File: src/rtl/seg_display_mux.sv
// Multiplexed seven-segment display driver: sequential binary-to-BCD conversion,
// leading-zero blanking, overflow dashes. Optional flashing via `SEG_BLINK_EN`.
module seg_display_mux #(
  parameter int NUM_DIGITS  = 4,
  parameter int VALUE_W     = 14,
  parameter int REFRESH_DIV = 50000,
  parameter int BLANK_LZ    = 1,
  parameter int BLINK_TICKS = 256
) (
  input  logic                  clk,
  input  logic                  rst,
  input  logic                  enable,
  input  logic [VALUE_W-1:0]    value,
  input  logic                  load,
`ifdef SEG_BLINK_EN
  input  logic                  blink,
`endif
  output logic                  busy,
  output logic                  overflow,
  output logic [6:0]            seg,
  output logic [NUM_DIGITS-1:0] an
);

  // Accumulator is wide enough for the full input range so wide values convert exactly.
  localparam int BCD_N = ((VALUE_W / 3 + 1) > NUM_DIGITS) ? (VALUE_W / 3 + 1) : NUM_DIGITS;
  localparam int BCD_W = 4 * BCD_N;
  localparam int CNT_W = $clog2(VALUE_W + 1);
  localparam int REF_W = (REFRESH_DIV > 1) ? $clog2(REFRESH_DIV) : 1;
  localparam int DIG_W = (NUM_DIGITS > 1) ? $clog2(NUM_DIGITS) : 1;
  localparam logic [63:0] MAX_C = 64'(10 ** NUM_DIGITS - 1);

  typedef enum logic [1:0] {
    ST_IDLE  = 2'd0,
    ST_SHIFT = 2'd1,
    ST_DONE  = 2'd2
  } state_t;

  state_t                    state_r, state_nxt_s;
  logic [VALUE_W-1:0]        val_r;
  logic [BCD_W-1:0]          bcd_r, bcd_adj_s;
  logic [CNT_W-1:0]          bit_cnt_r;
  logic                      ovf_cap_r;
  logic [4*NUM_DIGITS-1:0]   disp_r;
  logic [REF_W-1:0]          ref_cnt_r;
  logic                      tick_s;
  logic [DIG_W-1:0]          dig_r, dig_nxt_s;
  logic [NUM_DIGITS-1:0]     blank_s;
  logic                      nz_s;
  logic [3:0]                nib_s;
  logic [6:0]                seg_nxt_s;
  logic [NUM_DIGITS-1:0]     an_nxt_s;
  logic                      dark_s;

  function automatic logic [6:0] seg_pattern(input logic [3:0] nib);
    case (nib)
      4'd0:    return 7'h40;
      4'd1:    return 7'h79;
      4'd2:    return 7'h24;
      4'd3:    return 7'h30;
      4'd4:    return 7'h19;
      4'd5:    return 7'h12;
      4'd6:    return 7'h02;
      4'd7:    return 7'h78;
      4'd8:    return 7'h00;
      4'd9:    return 7'h10;
      default: return 7'h7F;
    endcase
  endfunction

  // Conversion state register
  always_ff @(posedge clk or posedge rst) begin
    if (rst) state_r <= ST_IDLE;
    else     state_r <= state_nxt_s;
  end

  // Conversion next-state logic
  always_comb begin
    state_nxt_s = state_r;
    case (state_r)
      ST_IDLE: begin
        if (load) state_nxt_s = ST_SHIFT;
        else      state_nxt_s = ST_IDLE;
      end
      ST_SHIFT: begin
        if (bit_cnt_r == CNT_W'(VALUE_W - 1)) state_nxt_s = ST_DONE;
        else                                  state_nxt_s = ST_SHIFT;
      end
      ST_DONE: state_nxt_s = ST_IDLE;
      default: state_nxt_s = ST_IDLE;
    endcase
  end

  // Add-3 correction of every BCD nibble before the next shift
  always_comb begin
    bcd_adj_s = bcd_r;
    for (int i = 0; i < BCD_N; i++) begin
      if (bcd_r[i*4 +: 4] >= 4'd5) bcd_adj_s[i*4 +: 4] = bcd_r[i*4 +: 4] + 4'd3;
      else                         bcd_adj_s[i*4 +: 4] = bcd_r[i*4 +: 4];
    end
  end

  // Conversion datapath, display register and handshake flags
  always_ff @(posedge clk or posedge rst) begin
    if (rst) begin
      val_r     <= '0;
      bcd_r     <= '0;
      bit_cnt_r <= '0;
      ovf_cap_r <= 1'b0;
      disp_r    <= '0;
      overflow  <= 1'b0;
      busy      <= 1'b0;
    end else begin
      busy <= (state_nxt_s != ST_IDLE);
      case (state_r)
        ST_IDLE: begin
          if (load) begin
            val_r     <= value;
            bcd_r     <= '0;
            bit_cnt_r <= '0;
            ovf_cap_r <= (64'(value) > MAX_C);
          end
        end
        ST_SHIFT: begin
          bcd_r     <= {bcd_adj_s[BCD_W-2:0], val_r[VALUE_W-1]};
          val_r     <= {val_r[VALUE_W-2:0], 1'b0};
          bit_cnt_r <= bit_cnt_r + CNT_W'(1);
        end
        ST_DONE: begin
          disp_r   <= bcd_r[4*NUM_DIGITS-1:0];
          overflow <= ovf_cap_r;
        end
        default: begin
          bcd_r <= '0;
        end
      endcase
    end
  end

  assign tick_s    = (ref_cnt_r == REF_W'(REFRESH_DIV - 1));
  assign dig_nxt_s = (dig_r == DIG_W'(NUM_DIGITS - 1)) ? '0 : dig_r + DIG_W'(1);
  assign nib_s     = disp_r[dig_nxt_s*4 +: 4];

  // A digit is blank when it and every more significant digit is zero
  always_comb begin
    nz_s    = 1'b0;
    blank_s = '0;
    for (int k = NUM_DIGITS - 1; k >= 0; k--) begin
      nz_s = nz_s | (disp_r[k*4 +: 4] != 4'd0);
      if ((BLANK_LZ != 0) && (k != 0) && !nz_s) blank_s[k] = 1'b1;
      else                                      blank_s[k] = 1'b0;
    end
  end

  // Segment/anode values for the slot that begins at the next refresh tick
  always_comb begin
    seg_nxt_s = 7'h7F;
    an_nxt_s  = {NUM_DIGITS{1'b1}};
    if (!enable || dark_s) begin
      seg_nxt_s = 7'h7F;
      an_nxt_s  = {NUM_DIGITS{1'b1}};
    end else if (overflow) begin
      seg_nxt_s = 7'b0111111;
      an_nxt_s  = ~(NUM_DIGITS'(1) << dig_nxt_s);
    end else if (blank_s[dig_nxt_s]) begin
      seg_nxt_s = 7'h7F;
      an_nxt_s  = {NUM_DIGITS{1'b1}};
    end else begin
      seg_nxt_s = seg_pattern(nib_s);
      an_nxt_s  = ~(NUM_DIGITS'(1) << dig_nxt_s);
    end
  end

  // Refresh counter, digit index and registered pin drivers
  always_ff @(posedge clk or posedge rst) begin
    if (rst) begin
      ref_cnt_r <= '0;
      dig_r     <= '0;
      seg       <= 7'h7F;
      an        <= {NUM_DIGITS{1'b1}};
    end else if (tick_s) begin
      ref_cnt_r <= '0;
      dig_r     <= dig_nxt_s;
      seg       <= seg_nxt_s;
      an        <= an_nxt_s;
    end else begin
      ref_cnt_r <= ref_cnt_r + REF_W'(1);
    end
  end

`ifdef SEG_BLINK_EN
  localparam int BLK_W = (BLINK_TICKS > 1) ? $clog2(BLINK_TICKS) : 1;
  logic [BLK_W-1:0] blk_cnt_r;
  logic             phase_r;

  // Blink phase toggles after every BLINK_TICKS slot advances
  always_ff @(posedge clk or posedge rst) begin
    if (rst) begin
      blk_cnt_r <= '0;
      phase_r   <= 1'b0;
    end else if (tick_s) begin
      if (blk_cnt_r == BLK_W'(BLINK_TICKS - 1)) begin
        blk_cnt_r <= '0;
        phase_r   <= ~phase_r;
      end else begin
        blk_cnt_r <= blk_cnt_r + BLK_W'(1);
      end
    end
  end

  assign dark_s = blink & phase_r;
`else
  assign dark_s = 1'b0;
`endif

endmodule

File: config.mk
export PLATFORM = sky130hd
export DESIGN_NAME = seg_display_mux
export DESIGN_NICKNAME = d
export VERILOG_FILES = /design/src/rtl/seg_display_mux.sv
export SDC_FILE = /design/constraint.sdc
export NUM_CORES = 1
export LEC_CHECK = 0
export ABC_CLOCK_PERIOD_IN_PS = 7400
export CORE_AREA = 2 2 89 91
export CTS_CLUSTER_DIAMETER = 100
export CTS_CLUSTER_SIZE = 10
export DETAILED_ROUTE_END_ITERATION = 7
export DIE_AREA = 0 0 91 93
export GPL_TIMING_DRIVEN = 0
export MAX_ROUTING_LAYER = met4
export PLACE_DENSITY_LB_ADDON = 0.08
export SLEW_MARGIN = 20
export SYNTH_ARGS = -nofsm -noshare
export SYNTH_HDL_FRONTEND = slang
export SYNTH_SLANG_ARGS = --single-unit
File: constraint.sdc
create_clock -name clk -period 7.4 [get_ports clk]
set_input_delay 0.74 -clock clk [delete_from_list [all_inputs] [get_ports clk]]
set_output_delay 0.74 -clock clk [all_outputs]
set_load 0.02 [all_outputs]
==> impl_metrics.json, run 1 <==
{
  "fillers": 644,
  "htree_levels": 3,
  "syn_nets": 429,
  "timing.rr.start": "dig_r[0]$_DFFE_PP0N_",
  "drc": 0,
  "setup_tns_ps": 0,
  "hold_end": "val_r[1]$_DFFE_PP0P_",
  "drv_cap": 0,
  "leakagePower_nw": 2.110,
  "rows": 32,
  "synth_warnings": 0,
  "critPathLaunchType": "flip-flop",
  "clk_pin_slew_ps": 100,
  "final_cell_mix": "73 x dfrtp_1, 50 x nand2_1, 46 x o21ai_0",
  "fin_total_pwr_w": 0.001522,
  "worstHoldStart": "val_r[1]$_DFFE_PP0P_",
  "setup_viol": 0,
  "max_freq_ghz": 0.3698,
  "dr.first_iter.drc_count": 144,
  "reg2reg_to": "seg[6]$_DFFE_PP1N_",
  "area_growth_pct": 15.43,
  "relSlewSlack_pct": 53.90,
  "globalRouteOverflowTotal": 0,
  "ys_seq_area_share_pct": 52.18,
  "synthTopCellsByArea": "dfrtp_1 45%, dfstp_2 7.1%, o21ai_0 5.7%, ha_1 5.2%, nand2_1 4.6%",
  "report.final.slew_viol_count": 0,
  "multi_input_area_um2": 1814,
  "dieWidth_um": 91,
  "fin_crit_sh_pct": 36.55,
  "cts.path.max_buffers": 2,
  "peakVddDrop_mv": 0.1749,
  "drive_gt1_share_pct": 10.20,
  "vias": 2935,
  "cts_setup_buffers": 0,
  "hold_path_class": "flip-flop to flip-flop",
  "fp.dieH_um": 93,
  "fin_cells": 543,
  "synth-main-ff-cell": "dfrtp_1",
  "ios": 31,
  "synth-edff-count": 0,
  "synth_top_area_share_pct": 45.05,
  "power.density_nw_per_um2": 325.1,
  "grt_max_degree": 52,
  "dp.cells": 527,
  "cts_inserted_buffers": 9,
  "clock_latency_ps": 360,
  "crit_path_end_kind": "flip-flop",
  "ff_latch_area_um2": 2116,
  "grt_pass1_vias": 2798,
  "rsz0062_at_grt": "false",
  "cts.sinks": 84,
  "postRouteWirelength_mm": 7.752,
  "grt_usage_pct": 20.96,
  "first_pass_iters": 4,
  "path_class": "flip-flop to flip-flop",
  "ys_types": 42,
  "synth_largest_area_cell": "dfrtp_1",
  "skew_ps": 16.34,
  "required_ps": 7660,
  "cp_max_fo": 7,
  "tightestPinTransition_ps": 691.5,
  "status": "completed",
  "async_flop_share_pct": 100.0,
  "syn_area_um2": 4055,
  "final_hold_viol_count": 0,
  "period_minus_slack_ps": 2705,
  "grt_pass1_wl_mm": 13.75,
  "port_buffers": 30,
  "ant_nets": 0,
  "syn-mean-instance-area_um2": 10.29,
  "diodes": 0,
  "viasPerCell": 5.405,
  "dp_hpwl_mm": 5.642,
  "root_buffer": "clkbuf_8",
  "yosys_register_bits": 84,
  "final_common_cell": "dfrtp_1",
  "fin_hold_ws_ps": 486.6,
  "grt_antenna_before_repair": 0,
  "cts_resized": 0,
  "cp.arrival_ps": 2970,
  "initial_utilization_pct": 53.87,
  "gp_congestion": 0.8041,
  "rr_worst_depth": 8,
  "floorplan.core_area_um2": 7527,
  "wire_per_inst_um": 14.28,
  "die_area_um2": 8463,
  "fin_nets": 471,
  "netlist_instances": 394,
  "min_path_cells": 2,
  "cts_hold_buffers": 0,
  "regToRegSetupSlack_ps": 4700,
  "cts_tree": "built",
  "finalCoreUtilization_pct": 62.18
}
-- flip-flops by register name, indices dropped and copies added, names as in the netlist --
name and flops:
overflow 1, bcd_r 16, state_r 2, disp_r 16, val_r 14, ref_cnt_r 16, an 4, bit_cnt_r 4
busy 1, ovf_cap_r 1, dig_r 2, seg 7
-- per-layer routing --
layer / track usage [%] / part of all wire (%)
met4: 7.955 / 1.2
met1: 30.56 / 52
met3: 3.626 / 3.1
met2: 29.69 / 44
met5: - / 0
-- cell type report --
cell class	count	share of cell area [%]
Clock inverter	5	0.7752
Multi-Input combinational cell	277	38.76
Sequential cell	84	45.20
Tap cell	102	2.727
Buffer	13	1.069
Clock buffer	11	2.807
Inverter	20	1.657
Timing Repair Buffer	31	7.003
-- kinds of logic after synthesis --
logic type | synth area share [%]
AND/OR/NAND/NOR | 15.77
AO/OA/AOI/OAI | 11.69
flip-flops | 52.18
buffers and inverters | 3.085
multiplexers | 7.930
XOR/XNOR | 4.104
adder cells (fa/ha/maj) | 5.245
-- report_power, final --
part	total (W)	leakage (nW)	internal [W]	switching [W]
Combinational	0.000540	0.970	0.000240	0.000299
Clock	0.000294	0.0760	0.000123	0.000171
Sequential	0.000688	1.06	0.000585	0.000103
Total	0.00152	2.11	0.000949	0.000573
-- worst max-delay path, stage by stage, from the launching register on --
cell and delay [ps]:
dfrtp_1 450, ha_1 230, nor2_2 310, mux4_2 630, ha_1 220, inv_1 50, a21oi_1 70, a2111oi_0 550
nor2_1 100
-- worst max-delay path by stage --
stage          slack [ps]              endpoint            startpoint  depth (start not counted)
2_1_floorplan        4510  bcd_r[0]$_DFFE_PP0P_                   rst                          1
3_3_place_gp         3170  val_r[5]$_DFFE_PP0P_                   rst                          2
3_5_place_dp         4710    seg[6]$_DFFE_PP1N_  dig_r[0]$_DFFE_PP0N_                          8
4_1_cts              4670    seg[6]$_DFFE_PP1N_  dig_r[0]$_DFFE_PP0N_                          8
5_1_grt              4360    seg[6]$_DFFE_PP1N_  dig_r[0]$_DFFE_PP0N_                          8
6_report             4700    seg[6]$_DFFE_PP1N_  dig_r[0]$_DFFE_PP0N_                          8
-- cells in the mapped netlist, drive strengths merged (2+ instances only) --
master,number
nand2b,6
nor4,6
a22o,5
nor3,6
o31ai,2
and3,2
nor2,29
nor3b,4
mux4,4
o21ai,47
dfstp,11
nand3,14
a21oi,24
nor2b,2
mux2i,13
nand4,3
clkbuf,12
ha,17
dfrtp,73
a31oi,2
xor2,12
mux2,9
inv,20
nand2,50
xnor2,7
-- stage by stage --
step           cell area [um2]  setup WS [ps]
3_5_place_dp              4513           4706
5_1_grt                   4681           4360
6_report                  4681           4695
2_1_floorplan             4055           4513
3_3_place_gp              4483           3170
4_1_cts                   4681           4668
Note: power is estimated with default switching activity, not from simulation.
==> run 2, diff against run 1 <==
--- a/config.mk
+++ b/config.mk
@@ -5,7 +5,7 @@
 export SDC_FILE = /design/constraint.sdc
 export NUM_CORES = 1
 export LEC_CHECK = 0
-export ABC_CLOCK_PERIOD_IN_PS = 7400
+export ABC_CLOCK_PERIOD_IN_PS = 2700
 export CORE_AREA = 2 2 89 91
 export CTS_CLUSTER_DIAMETER = 100
 export CTS_CLUSTER_SIZE = 10
==> constraint.sdc (replaced) <==
create_clock -name clk -period 2.7 [get_ports clk]
set_input_delay 0.27 -clock clk [delete_from_list [all_inputs] [get_ports clk]]
set_output_delay 0.27 -clock clk [all_outputs]
set_load 0.02 [all_outputs]
==> run 2 against run 1 <==
Against the previous run: sequential power increased to 2.7 times the previous value; first-iteration DRC count is 2.1% higher; count of clock-buffer cells in the layout unchanged; critical path type unchanged; critical endpoint unchanged.
==> impl_metrics.json, run 2 (synthesis gave the netlist of run 1 again) <==
{
  "final_cell_mix": "73 x dfrtp_1, 50 x nand2_1, 46 x o21ai_0",
  "swShare_pct": 37.97,
  "cp.arrival_ps": 2770,
  "setup_viol": 0,
  "critPathLaunchType": "flip-flop",
  "cp_max_fo": 7,
  "area_growth_pct": 16.08,
  "gp_congestion": 0.8041,
  "drive_gt1_share_pct": 10.84,
  "root_buffer": "clkbuf_8",
  "power_frac_clock_pct": 19.1,
  "dp_hpwl_mm": 5.642,
  "required_ps": 2970,
  "power.internal_w": 0.002600,
  "fp.dieH_um": 93,
  "fin_crit_sh_pct": 92.40,
  "dr.first_iter.drc_count": 147,
  "grt_max_degree": 52,
  "grt_pass1_vias": 2798,
  "combPwrFrac_pct": 35.8,
  "leakagePower_nw": 2.120,
  "cts.path.max_buffers": 2,
  "diodes": 0,
  "p_sw_w": 0.001592,
  "grt_antenna_before_repair": 0,
  "die_area_um2": 8463,
  "dp.cells": 527,
  "floorplan.core_area_um2": 7527,
  "skew_ps": 16.15,
  "clock_latency_ps": 360,
  "multi_input_area_um2": 1826,
  "drv_cap": 0,
  "ff_latch_area_um2": 2116,
  "wire_per_inst_um": 14.37,
  "timing.rr.start": "dig_r[0]$_DFFE_PP0N_",
  "grt_pass1_wl_mm": 13.75,
  "htree_levels": 3,
  "hold_path_class": "input port to async pin",
  "fin_total_pwr_w": 0.004192,
  "crit_path_end_kind": "flip-flop",
  "status": "completed",
  "final_common_cell": "dfrtp_1",
  "dieWidth_um": 91,
  "globalRouteOverflowTotal": 0,
  "reg_top3": "bcd_r (16), disp_r (16), ref_cnt_r (16)",
  "tightestPinTransition_ps": 696.6,
  "relSlewSlack_pct": 53.56,
  "viasPerCell": 5.380,
  "cts.sinks": 84,
  "fin_nets": 473,
  "drc": 0,
  "first_pass_iters": 4,
  "port_buffers": 30,
  "peakVddDrop_mv": 0.4791,
  "path_class": "flip-flop to flip-flop",
  "fillers": 643,
  "fin_hold_ws_ps": 267.8,
  "cts_tree": "built",
  "vias": 2932,
  "max_freq_ghz": 0.4009,
  "report.final.slew_viol_count": 0,
  "rows": 32,
  "initial_utilization_pct": 53.87,
  "final_hold_viol_count": 0,
  "power.density_nw_per_um2": 890.6,
  "ant_nets": 0,
  "period_minus_slack_ps": 2495,
  "postRouteWirelength_mm": 7.834,
  "cts_inserted_buffers": 9,
  "setup_tns_ps": 0,
  "ios": 31,
  "grt_usage_pct": 20.96,
  "cp-startpoint": "dig_r[0]$_DFFE_PP0N_",
  "clk_pin_slew_ps": 90,
  "pwr-share-seq_pct": 45.0,
  "fin_cells": 545
}
-- run 2: power groups by stage --
stage | clock network [W] | registers [W] | logic [W]
after floorplan | 0 | 0.00183 | 0.00117
after global placement | 0 | 0.00190 | 0.00144
after detailed placement | 0 | 0.00191 | 0.00149
after CTS | 0.000815 | 0.00189 | 0.00150
after global routing | 0.000875 | 0.00193 | 0.00173
final | 0.000802 | 0.00189 | 0.00150
-- run 2: cell type report --
type,count,share of cell area [%]
Tap cell,102,2.711
Timing Repair Buffer,33,7.283
Inverter,20,1.648
Clock buffer,11,2.791
Multi-Input combinational cell,277,38.78
Sequential cell,84,44.95
Clock inverter,5,0.7709
Buffer,13,1.063
-- run 2: path summary, 6_finish.rpt --
| kind | to | slack [ps] | cells after the start |
|---|---|---|---|
| min in group clk | val_r[1]$_DFFE_PP0P_ | 490 | 2 |
| max | seg[6]$_DFFE_PP1N_ | 210 | 8 |
| min | ref_cnt_r[12]$_DFF_PP0_ | 270 | 2 |
| min reg2reg | val_r[1]$_DFFE_PP0P_ | 490 | 2 |
| max in group asynchronous | seg[3]$_DFFE_PP1N_ | 1790 | 3 |
| max reg2reg | seg[6]$_DFFE_PP1N_ | 210 | 8 |
-- run 2: worst max-delay path, cell delays in order (launching register included) --
cell and delay, ps:
dfrtp_1 470, ha_1 270, nor2_4 230, mux4_2 610, ha_1 220, inv_1 50, a21oi_1 80, a2111oi_2 400
nor2_1 90
-- run 2: repair_timing --
action	CTS	global route
pin swaps	0	1
gates resized for setup	1	2
setup buffers	0	2
hold buffers	0	0
setup endpoints to repair	1	2
-- run 2: stage by stage --
step | setup slack [ps] | cell area, um2 | util [%]
6_report | 205.3 | 4707 | 62.53
5_1_grt | -15.90 | 4707 | 62.53
4_1_cts | 30.11 | 4682 | 62.20
3_5_place_dp | 6.119 | 4513 | 59.96
3_3_place_gp | -1060 | 4483 | 59.56
2_1_floorplan | 283.1 | 4055 | -
-- run 2: metal layers --
layer / global-route usage [%] / up-vias / share of wire, % / wire length [um]
met5: - / - / 0 / 0
met4: 7.955 / 0 / 1.4 / 106
met3: 3.626 / 9 / 2.9 / 226
met2: 29.69 / 35 / 44 / 3444
met1: 30.56 / 1433 / 52 / 4055
li1: - / 1455 / - / -
==> run 3, diff against run 2 <==
--- a/config.mk
+++ b/config.mk
@@ -6,14 +6,14 @@
 export NUM_CORES = 1
 export LEC_CHECK = 0
 export ABC_CLOCK_PERIOD_IN_PS = 2700
-export CORE_AREA = 2 2 89 91
+export CORE_AREA = 8 8 108 110
 export CTS_CLUSTER_DIAMETER = 100
 export CTS_CLUSTER_SIZE = 10
 export DETAILED_ROUTE_END_ITERATION = 7
-export DIE_AREA = 0 0 91 93
+export DIE_AREA = 0 0 116 118
 export GPL_TIMING_DRIVEN = 0
 export MAX_ROUTING_LAYER = met4
-export PLACE_DENSITY_LB_ADDON = 0.08
+export PLACE_DENSITY = 0.58
 export SLEW_MARGIN = 20
 export SYNTH_ARGS = -nofsm -noshare
 export SYNTH_HDL_FRONTEND = slang
==> run 3 against run 2 <==
Against the previous run: maximum frequency decreased by 1.1%; routed wire length increased by 2.6%; via count decreased by 1.1%; power increased by 2.8%; core utilization decreased by 15 points; register-to-register slack got worse by 30 ps; non-clock buffer count decreased by 2; count of clock-buffer cells in the layout increased by 1; clock skew decreased by 1.7 ps; hold slack got worse by 6.3 ps.
==> impl_metrics.json, run 3 (synthesis gave the netlist of run 1 again) <==
{
  "fin_cells": 577,
  "final_common_cell": "dfrtp_1",
  "clk_pin_slew_ps": 90,
  "cts_tree": "built",
  "period_minus_slack_ps": 2523,
  "die_area_um2": 13690,
  "setup_viol": 0,
  "combPwrFrac_pct": 34.2,
  "fp.dieH_um": 118,
  "power.internal_w": 0.002740,
  "path_class": "flip-flop to flip-flop",
  "cts.path.max_buffers": 2,
  "gp_congestion": 0.7653,
  "setup_ws_ps": 176.7,
  "grt_pass1_vias": 2886,
  "peakVddDrop_mv": 0.3176,
  "pwr-share-seq_pct": 43.8,
  "skew_ps": 14.48,
  "reg_top3": "bcd_r (16), disp_r (16), ref_cnt_r (16)",
  "dp_hpwl_mm": 5.836,
  "slowest_delay_ps": 640,
  "rows": 37,
  "hold_path_class": "input port to async pin",
  "ant_nets": 0,
  "swShare_pct": 36.41,
  "first_pass_iters": 4,
  "status": "completed",
  "diodes": 0,
  "vias": 2900,
  "max_freq_ghz": 0.3963,
  "area_growth_pct": 17.37,
  "drive_gt1_share_pct": 10.43,
  "fillers": 986,
  "cts_resized": 0,
  "floorplan.core_area_um2": 10000,
  "final_cell_mix": "73 x dfrtp_1, 50 x nand2_1, 46 x o21ai_0",
  "report.final.slew_viol_count": 0,
  "required_ps": 2980,
  "power.density_nw_per_um2": 905.2,
  "grt_usage_pct": 13.14,
  "path_cells": "ha_1, nor2_2, mux4_2, ha_1, inv_1, a21oi_1, a2111oi_0, nor2_1",
  "cts.sinks": 84,
  "cts_inserted_buffers": 9,
  "globalRouteOverflowTotal": 0,
  "initial_utilization_pct": 40.55,
  "htree_levels": 3,
  "cp.arrival_ps": 2810,
  "crit_path_end_kind": "flip-flop",
  "fin_nets": 471,
  "dr.first_iter.drc_count": 181,
  "postRouteWirelength_mm": 8.041,
  "dp.cells": 561,
  "leakagePower_nw": 2.140,
  "place_ws_ps": 168.0,
  "ios": 31,
  "p_sw_w": 0.001569,
  "finalCoreUtilization_pct": 47.60,
  "crit_buf_inv": 1,
  "port_buffers": 30,
  "power_frac_clock_pct": 22.0,
  "grt_pass1_wl_mm": 13.97,
  "dieWidth_um": 116,
  "cp_common_cell": "ha_1",
  "rsz0062_at_grt": "false",
  "drv_cap": 0,
  "tightestPinTransition_ps": 669.0,
  "final_hold_viol_count": 0,
  "drc": 0,
  "crit_path_top_delay_cell": "mux4_2",
  "root_buffer": "clkbuf_8",
  "fin_crit_sh_pct": 93.45,
  "critPathLaunchType": "flip-flop",
  "cts_setup_buffers": 0,
  "clock_latency_ps": 370,
  "fin_total_pwr_w": 0.004309,
  "grt_antenna_before_repair": 0,
  "relSlewSlack_pct": 54.99,
  "cp_max_fo": 7,
  "grt_max_degree": 52,
  "cp_top_family": "multiplexers",
  "wire_per_inst_um": 13.94,
  "viasPerCell": 5.026,
  "cts_hold_buffers": 0
}
run 3: final cells by class:
class / count / area, um2 / share of cell area (%)
Buffer: 13 / 50.05 / 1.052
Clock inverter: 4 / 48.80 / 1.025
Clock buffer: 12 / 155.1 / 3.260
Multi-Input combinational cell: 277 / 1814 / 38.12
Inverter: 20 / 77.57 / 1.630
Tap cell: 136 / 170.2 / 3.575
Sequential cell: 84 / 2116 / 44.45
Timing Repair Buffer: 31 / 327.8 / 6.887
run 3: final timing paths:
kind	startpoint	to	slack [ps]	cells after the start
worst max-delay path	dig_r[0]$_DFFE_PP0N_	seg[6]$_DFFE_PP1N_	180	8
worst min-delay path	rst	ref_cnt_r[11]$_DFF_PP0_	260	2
worst max register to register	dig_r[0]$_DFFE_PP0N_	seg[6]$_DFFE_PP1N_	180	8
worst min register to register	val_r[12]$_DFFE_PP0P_	val_r[12]$_DFFE_PP0P_	490	2
max in group asynchronous	rst	seg[6]$_DFFE_PP1N_	1780	3
min in group clk	val_r[12]$_DFFE_PP0P_	val_r[12]$_DFFE_PP0P_	490	2
run 3: metal layers:
layer | track usage, % | wire, um | up-vias
met5 | - | 0 | -
met4 | 6.407 | 174 | 0
met3 | 3.232 | 374 | 16
met2 | 18.58 | 3482 | 52
met1 | 17.12 | 4009 | 1380
li1 | - | - | 1452
run 3: power groups by stage:
stage	combinational, W	clock, W	sequential [W]
after floorplan	0.00117	0	0.00183
final	0.00147	0.000947	0.00189
after detailed placement	0.00150	0	0.00191
after global placement	0.00145	0	0.00190
after CTS	0.00150	0.000962	0.00189
after global routing	0.00171	0.00101	0.00194
run 3: metrics by stage:
stage,hold WS [ps],TNS [ps],area (um2)
floorplan,339.2,0,4055
global placement,462.3,-81120,4526
detailed placement,471.9,0,4556
CTS,273.4,0,4760
global route,304.8,0,4760
finish,261.5,0,4760
